File: config.mk
export PLATFORM = sky130hd
export DESIGN_NAME = spi_arbiter
export DESIGN_NICKNAME = d
export VERILOG_FILES = /design/src/rtl/spi_arbiter.sv
export SDC_FILE = /design/constraint.sdc
export NUM_CORES = 1
export LEC_CHECK = 0
export CORE_MARGIN = 5
export CORE_UTILIZATION = 30
export DETAILED_ROUTE_END_ITERATION = 8
export GPL_TIMING_DRIVEN = 0
export PLACE_DENSITY = 0.61
export SKIP_LAST_GASP = 1
export SYNTH_ARGS = -nofsm -noshare
export SYNTH_HDL_FRONTEND = slang
export SYNTH_SLANG_ARGS = --single-unit
File: constraint.sdc
create_clock -name clock -period 3.1 [get_ports clock]
set_input_delay 0.465 -clock clock [delete_from_list [all_inputs] [get_ports clock]]
set_output_delay 0.465 -clock clock [all_outputs]
set_load 0.03 [all_outputs]
File: src/rtl/spi_arbiter.sv
// Round-robin arbiter granting one of NREQ requesters access to a single SPI master.
// Tracks each transfer through START/WAIT/DONE and aborts with err when the master never answers.
module spi_arbiter #(
  parameter int NREQ    = 4,
  parameter int DW      = 8,
  parameter int TIMEOUT = 255
) (
  input  logic                 clock,
  input  logic                 reset,
  input  logic [NREQ-1:0]      req,
  input  logic [NREQ*DW-1:0]   req_data,
  output logic [NREQ-1:0]      gnt,
  output logic [NREQ-1:0]      done,
  output logic                 err,
  output logic [DW-1:0]        rsp_data,
  output logic                 busy,
  output logic                 m_start,
  output logic [DW-1:0]        m_tx_data,
  input  logic                 m_ready,
  input  logic [DW-1:0]        m_rx_data
);

  localparam int IW = (NREQ > 1) ? $clog2(NREQ) : 1;
  localparam int CW = (TIMEOUT > 1) ? $clog2(TIMEOUT + 1) : 1;
  localparam logic [CW-1:0] CNT_LAST = CW'(TIMEOUT - 1);

  typedef enum logic [1:0] {IDLE, START, WAIT, DONE} state_t;

  state_t        state;
  state_t        state_nxt;
  logic [IW-1:0] last;
  logic [IW-1:0] winner;
  logic [IW-1:0] pick;
  logic          pick_vld;
  logic [IW:0]   idx;
  logic [CW-1:0] cnt;
  logic          err_flag;
  logic          timeout_hit;

  // The counter holds k-1 in the k-th WAIT cycle, so this fires on the cycle that
  // would bring it to TIMEOUT; DONE then lands TIMEOUT+1 cycles after m_start.
  assign timeout_hit = (cnt == CNT_LAST);

  // Scan from last+1 upward (with wrap) and take the first active request.
  always_comb begin
    pick     = last;
    pick_vld = 1'b0;
    idx      = '0;
    for (int k = 1; k <= NREQ; k++) begin
      idx = {1'b0, last} + (IW+1)'(k);
      if (idx >= (IW+1)'(NREQ)) idx = idx - (IW+1)'(NREQ);
      if (!pick_vld && req[idx[IW-1:0]]) begin
        pick     = idx[IW-1:0];
        pick_vld = 1'b1;
      end
    end
  end

  always_ff @(posedge clock) begin
    if (!reset) state <= IDLE;
    else        state <= state_nxt;
  end

  always_comb begin
    state_nxt = state;
    case (state)
      IDLE:    if (pick_vld) state_nxt = START;
      START:   state_nxt = WAIT;
      WAIT:    if (m_ready || timeout_hit) state_nxt = DONE;
      DONE:    state_nxt = IDLE;
      default: state_nxt = IDLE;
    endcase
  end

  always_ff @(posedge clock) begin
    if (!reset) begin
      last      <= IW'(NREQ - 1);
      winner    <= '0;
      cnt       <= '0;
      err_flag  <= 1'b0;
      m_tx_data <= '0;
      rsp_data  <= '0;
    end else begin
      case (state)
        IDLE: begin
          cnt <= '0;
          if (pick_vld) begin
            winner    <= pick;
            m_tx_data <= req_data[pick*DW +: DW];
          end
        end
        START: cnt <= '0;
        WAIT: begin
          cnt <= cnt + 1'b1;
          // A reply arriving on the timeout cycle still counts as a completion.
          if (m_ready) begin
            rsp_data <= m_rx_data;
            err_flag <= 1'b0;
          end else if (timeout_hit) begin
            err_flag <= 1'b1;
          end
        end
        DONE:    last <= winner;
        default: ;
      endcase
    end
  end

  always_comb begin
    gnt     = '0;
    done    = '0;
    err     = 1'b0;
    m_start = 1'b0;
    busy    = 1'b1;
    case (state)
      IDLE:  busy = 1'b0;
      START: begin
        gnt[winner] = 1'b1;
        m_start     = 1'b1;
      end
      WAIT:  gnt[winner] = 1'b1;
      DONE: begin
        gnt[winner]  = 1'b1;
        done[winner] = 1'b1;
        err          = err_flag;
      end
      default: busy = 1'b0;
    endcase
  end

  always_ff @(posedge clock) begin
    if (reset) begin
      assert ($onehot0(gnt));
      assert ((done & ~gnt) == '0);
    end
  end

endmodule

Yosys cells after proc, flatten, opt, wreduce, memory -nomap -nowiden
Cells that the tools add are included.

operators by class
  add/sub/neg operators = 9
  magnitude comparators = 10
  equality and inequality tests = 6
  shift-type cells = 1
  multiplexer cells = 33
  reduce and logical (&&, ||, !) cells = 17

operator list
  operator                                              count
  variable part select 32 x 6 -> 8 bit                  1
  two-way mux 2 bit                                     10
  one-hot mux 8 bit (2 select lines)                    1
  < comparator 2 x 3 -> 1 bit (second input constant)   5
  two-way mux 1 bit                                     14
  >= comparator 3 bit (second input constant)           4
  adder 8 x 1 -> 8 bit (second input constant)          1
  binary-select mux 1 bit (select 2 bit)                4
  equality test 8 bit (second input constant)           1
  two-way mux 4 bit                                     2
  one-hot mux 2 bit (4 select lines)                    1
  AND reduction 2 bit                                   4
  subtractor 2 x 1 -> 2 bit (second input constant)     4
  adder 2 x 2 -> 3 bit (second input constant)          2
  equality test 2 bit (second input constant)           2
  logical AND 1 bit                                     4
  != test 2 bit (second input constant)                 2
  nonzero test 2 bit                                    2
  adder 2 x 1 -> 3 bit (second input constant)          1
  adder 2 x 3 -> 3 bit (second input constant)          1
  zero test 1 bit                                       3
  OR reduction 3 bit                                    1
  demux 1 bit (select 2 bit)                            1
  equality test 2 x 1 -> 1 bit (second input constant)  1
  other kinds (4)                                       4

storage, ports and cells
  register bits = 31
  input bits = 47
  output and inout port bits = 27

Depth between registers and ports, before layout
  depth after elaboration = 17
  gate-level depth with buffers = 8

Least setup slack after synthesis
OpenSTA, ideal clock, no wires.

  path type = flip-flop to output port
  from = register state[0]
  to = output gnt[1]
  arrival time = 1,449 ps
  slack = 1,186 ps
  stages on the path, launching flop included = 4
  path buffers = 0
  cells stage by stage = dfxtp_1 > inv_1 > ha_1 > nor3b_1

on the way
  longest elaborated chain between the ends = 3

RTL lines
  element                                                                     line  source
  start: declaration                                                          29    state_t state;
  start signal: assignment                                                    61    else state <= state_nxt;
  equality test 2 x 1 -> 1 bit / equality test 2 bit (equally long branches)  115   case (state)
  OR reduction 3 bit (no source line) (*)                                     -
  two-way mux 4 bit (*)                                                       -
  end: declaration                                                            12    output logic [NREQ-1:0] gnt,

Mark *: on every way between the ends. The rest lies on a longest branch, timed or not.

Worst setup path after layout
  from = register state[0]
  to = output gnt[3]

Same word-level chain as after synthesis.

==> Flow_metrics.wiki <==
{| class="wikitable"
! Metric !! Value
|-
| Status || complete, no violations
|-
| Relative slew slack || 0.560
|-
| Part of the Yosys area used for sequential elements || 0.382
|-
| Area growth from synthesis to layout || 54.2%
|-
| Combinational family with the most area after synthesis || simple AND/OR/NAND/NOR gates
|-
| Fin nets || 314
|-
| Ant. Diodes || 0
|-
| RSZ-0062 raised after global routing || false
|-
| Count of input and output buffers || 72
|-
| Maximum achievable frequency || approximately 410 MHz
|-
| Placement Cell Area || 2430 sq um
|-
| Maximum number of buffers from clock root to sink || 2
|-
| Worst clock skew || 0.00304 ns
|-
| All-layer global routing usage || 0.138
|-
| Buf+Inv Stages, Crit Path || 3
|-
| CP arrival || 1.98 ns
|-
| Final instance area || 2500 sq um
|-
| Post-CTS setup-driven buffer insertion count || 0
|-
| Core Region || 5170 sq um
|-
| Post-synthesis cell count || ~180
|-
| Post-CTS clock slew at the launch and capture registers of the worst setup and hold paths || 0.06 ns
|-
| Post-CTS Hold Fix Bufs || 0
|-
| Largest net degree at the start of global routing || 11
|-
| Total routed wirelength || 4650 um
|-
| MaxCap Viol Count || 0
|-
| Floorplan die width || between 80 and 90 um
|-
| Fraction of layout cells with a size suffix above 1 || 0.0463
|-
| Post-DR vias/cell || 4.71
|-
| Total overflow reported by the global router || 0
|-
| Final clock period utilization by the worst path || 0.790
|-
| Final-layout setup total negative slack || 0 ns
|-
| Insertion delay to the later sink of the worst-skew pair || 0.28 ns
|-
| Average wire per standard cell || 14.1 um
|-
| Leakage component of the power || 0.977 nW
|-
| PD cells || 652 nW/um^2
|-
| Most common library cell in the layout ignoring fill and taps || sky130_fd_sc_hd__clkdlybuf4s50_1
|-
| Setup Crit Path Kind || flip-flop to output port
|-
| Number of unique standard cell types used by synthesis || 37
|-
| First-pass GRT wire length || 7900 um
|-
| Peak supply drop || around 0.25 mV
|-
| Gate family responsible for the most delay along the worst path || buffers and inverters
|-
| Multi-input gate area || roughly 920 sq um
|-
| Number of pins exceeding their max-slew limit in the final report || 0
|-
| Crit-path cells || inv_1 > ha_1 > inv_2 > and3_1 > clkdlybuf4s50_1
|-
| Vert. Die Dim || around 84 um
|-
| Crit-path slowest cell || sky130_fd_sc_hd__clkdlybuf4s50_1
|-
| Vias after detailed routing || 1551
|-
| Xor and xnor area share after synthesis || 0.0378
|-
| Post-synthesis compound-gate area fraction || 0.137
|-
| Initial cell density of the core || 0.314
|-
| Final hold violations || 0
|-
| # placed instances || roughly 320
|-
| Fraction of the mapped netlist area in simple logic gates || 0.229
|-
| TritonCTS clock tree || built
|-
| Post-route insts no fill || 329
|-
| Clock sink count || 31
|-
| Multiplexer area fraction after synthesis || 0.111
|-
| Fillcell total || 501
|-
| Proportion of synthesized flip-flops having asynchronous set or reset || 0
|-
| Adder-Cell Fraction of Synth Area || 0.0539
|-
| Cell area after synthesis || 1620 sq um
|-
| Number of design-rule violations left by the first detailed-router iteration || 32
|-
| Commonest cells after routing, fill and taps aside || 72 x sky130_fd_sc_hd__clkdlybuf4s50_1, 31 x sky130_fd_sc_hd__dfxtp_1, 25 x sky130_fd_sc_hd__nand2_1, 18 x sky130_fd_sc_hd__mux2i_1, 13 x sky130_fd_sc_hd__nand3_1
|-
| Endpoint type of the worst setup path || output port
|-
| Min cycle time layout || 2.45 ns
|-
| Synth Register Bits || 31
|-
| Cts bufs inserted || 5
|-
| Syn Area/Cell || 8.97 sq um
|-
| Root cell of the clock tree || sky130_fd_sc_hd__clkbuf_8
|-
| Nature of the critical path startpoint || flip-flop
|-
| Initial antenna violation count || 0
|-
| Overall power after layout || 1.63 mW
|-
| Quantity of gates resized following cts || 0
|-
| Worst-Margin Slew || 0.654 ns
|-
| Longest individual stage delay on the worst path || 0.67 ns
|-
| Detailed Place HPWL || 3570 um
|-
| Hold/Removal Path Class || flip-flop to flip-flop
|-
| Top_reg_cell synth || sky130_fd_sc_hd__dfxtp_1
|-
| Crit-path max FO || 6
|-
| Std cell rows || 26
|-
| Via count of the first global-routing pass || 1531
|-
| Required time reported for the critical path endpoint || 2.63 ns
|-
| Area leader, netlist || sky130_fd_sc_hd__dfxtp_1
|-
| Antenna Nets Post-Route || 0
|-
| Register area || between 600 and 700 sq um
|-
| Count of flip-flops with a built-in enable after synthesis || 0
|-
| Final RePlAce weighted congestion || 0.773
|-
| Yosys warning total || 0
|-
| Total die area || roughly 7000 sq um
|-
| Fraction of synthesized cell area taken by the top area cell type || 0.382
|-
| Syn Nets || between 200 and 250
|-
| DRC violation count after routing || 0
|-
| DRT Pass-1 Iters || 4
|-
| Main area contributors after synthesis || sky130_fd_sc_hd__dfxtp_1 38%, sky130_fd_sc_hd__mux2i_1 11%, sky130_fd_sc_hd__nand2_1 5.8%
|-
| H-tree depth || 2
|-
| Num ports || 74
|-
| Setup Viol. Count Final || 0
|}
[cells by family after synthesis]
| logic type | Yosys count |
|---|---|
| AND/OR/NAND/NOR | 74 |
| flip-flops | 31 |
| AO/OA/AOI/OAI | 29 |
| multiplexers | 18 |
| buffers and inverters | 15 |
| XOR/XNOR | 7 |
| adder cells (fa/ha/maj) | 7 |
[worst min-delay path: stages (launching register included)]
cell	delay, ns
sky130_fd_sc_hd__dfxtp_1	0.33
sky130_fd_sc_hd__nand2_1	0.05
sky130_fd_sc_hd__o221ai_1	0.06
[layout make-up]
class                   count  area share
multi-input cells         135       0.369
inverters                   5     0.00749
well taps                  70      0.0350
repair buffers             72       0.288
flip-flops and latches     31       0.248
clock buffers               6      0.0290
plain buffers              10      0.0245
[through the flow]
step / hold WS [ns] / setup slack (ns) / utilization
CTS: 0.467 / 0.626 / 0.484
finish: 0.463 / 0.651 / 0.484
floorplan: 0.443 / 1.19 / -
global route: 0.481 / 0.518 / 0.484
detailed placement: 0.453 / 0.436 / 0.470
global placement: 0.443 / 0.508 / 0.470
[flip-flops by register name, summed over array words and instances (netlist names)]
register	cells
rsp_data	8
m_tx_data	8
cnt	8
err_flag	1
state	2
winner	2
last	2
[power by group]
| part | internal (mW) | switching (mW) | total, mW |
|---|---|---|---|
| Sequential | 0.485 | 0.0566 | 0.542 |
| Clock | 0.149 | 0.141 | 0.290 |
| Combinational | 0.354 | 0.448 | 0.802 |
[cell usage after synthesis, types with 2 or more instances]
cell	n
sky130_fd_sc_hd__ha_1	7
sky130_fd_sc_hd__and4_1	2
sky130_fd_sc_hd__buf_1	2
sky130_fd_sc_hd__nor2_1	11
sky130_fd_sc_hd__mux2i_1	18
sky130_fd_sc_hd__a21boi_0	8
sky130_fd_sc_hd__clkbuf_1	6
sky130_fd_sc_hd__nand2b_1	3
sky130_fd_sc_hd__dfxtp_1	31
sky130_fd_sc_hd__o221ai_1	8
sky130_fd_sc_hd__xor2_1	6
sky130_fd_sc_hd__nor3b_1	5
sky130_fd_sc_hd__nand2_1	25
sky130_fd_sc_hd__o21ai_0	4
sky130_fd_sc_hd__inv_1	4
sky130_fd_sc_hd__and3_1	2
sky130_fd_sc_hd__nand3_1	13
sky130_fd_sc_hd__nor2b_1	5
sky130_fd_sc_hd__a21oi_1	3
[final timing paths]
| path | from | to | slack (ns) | depth (start not counted) |
|---|---|---|---|---|
| min | m_tx_data[5] | m_tx_data[5] | 0.46 | 2 |
| max reg2reg | state[0] | m_tx_data[4] | 1.23 | 8 |
| min reg2reg | m_tx_data[5] | m_tx_data[5] | 0.46 | 2 |
| max | state[0] | gnt[3] | 0.65 | 5 |
[metal layers]
metal  GRT usage  vias to the layer above  wire length, um
met5           0                        -                0
met4      0.0482                        0               75
met3      0.0474                        7              320
met2       0.210                       51             2010
met1       0.181                      702             2250
li1            -                      791                -
No activity file was read; power rests on OpenSTA's default activity.
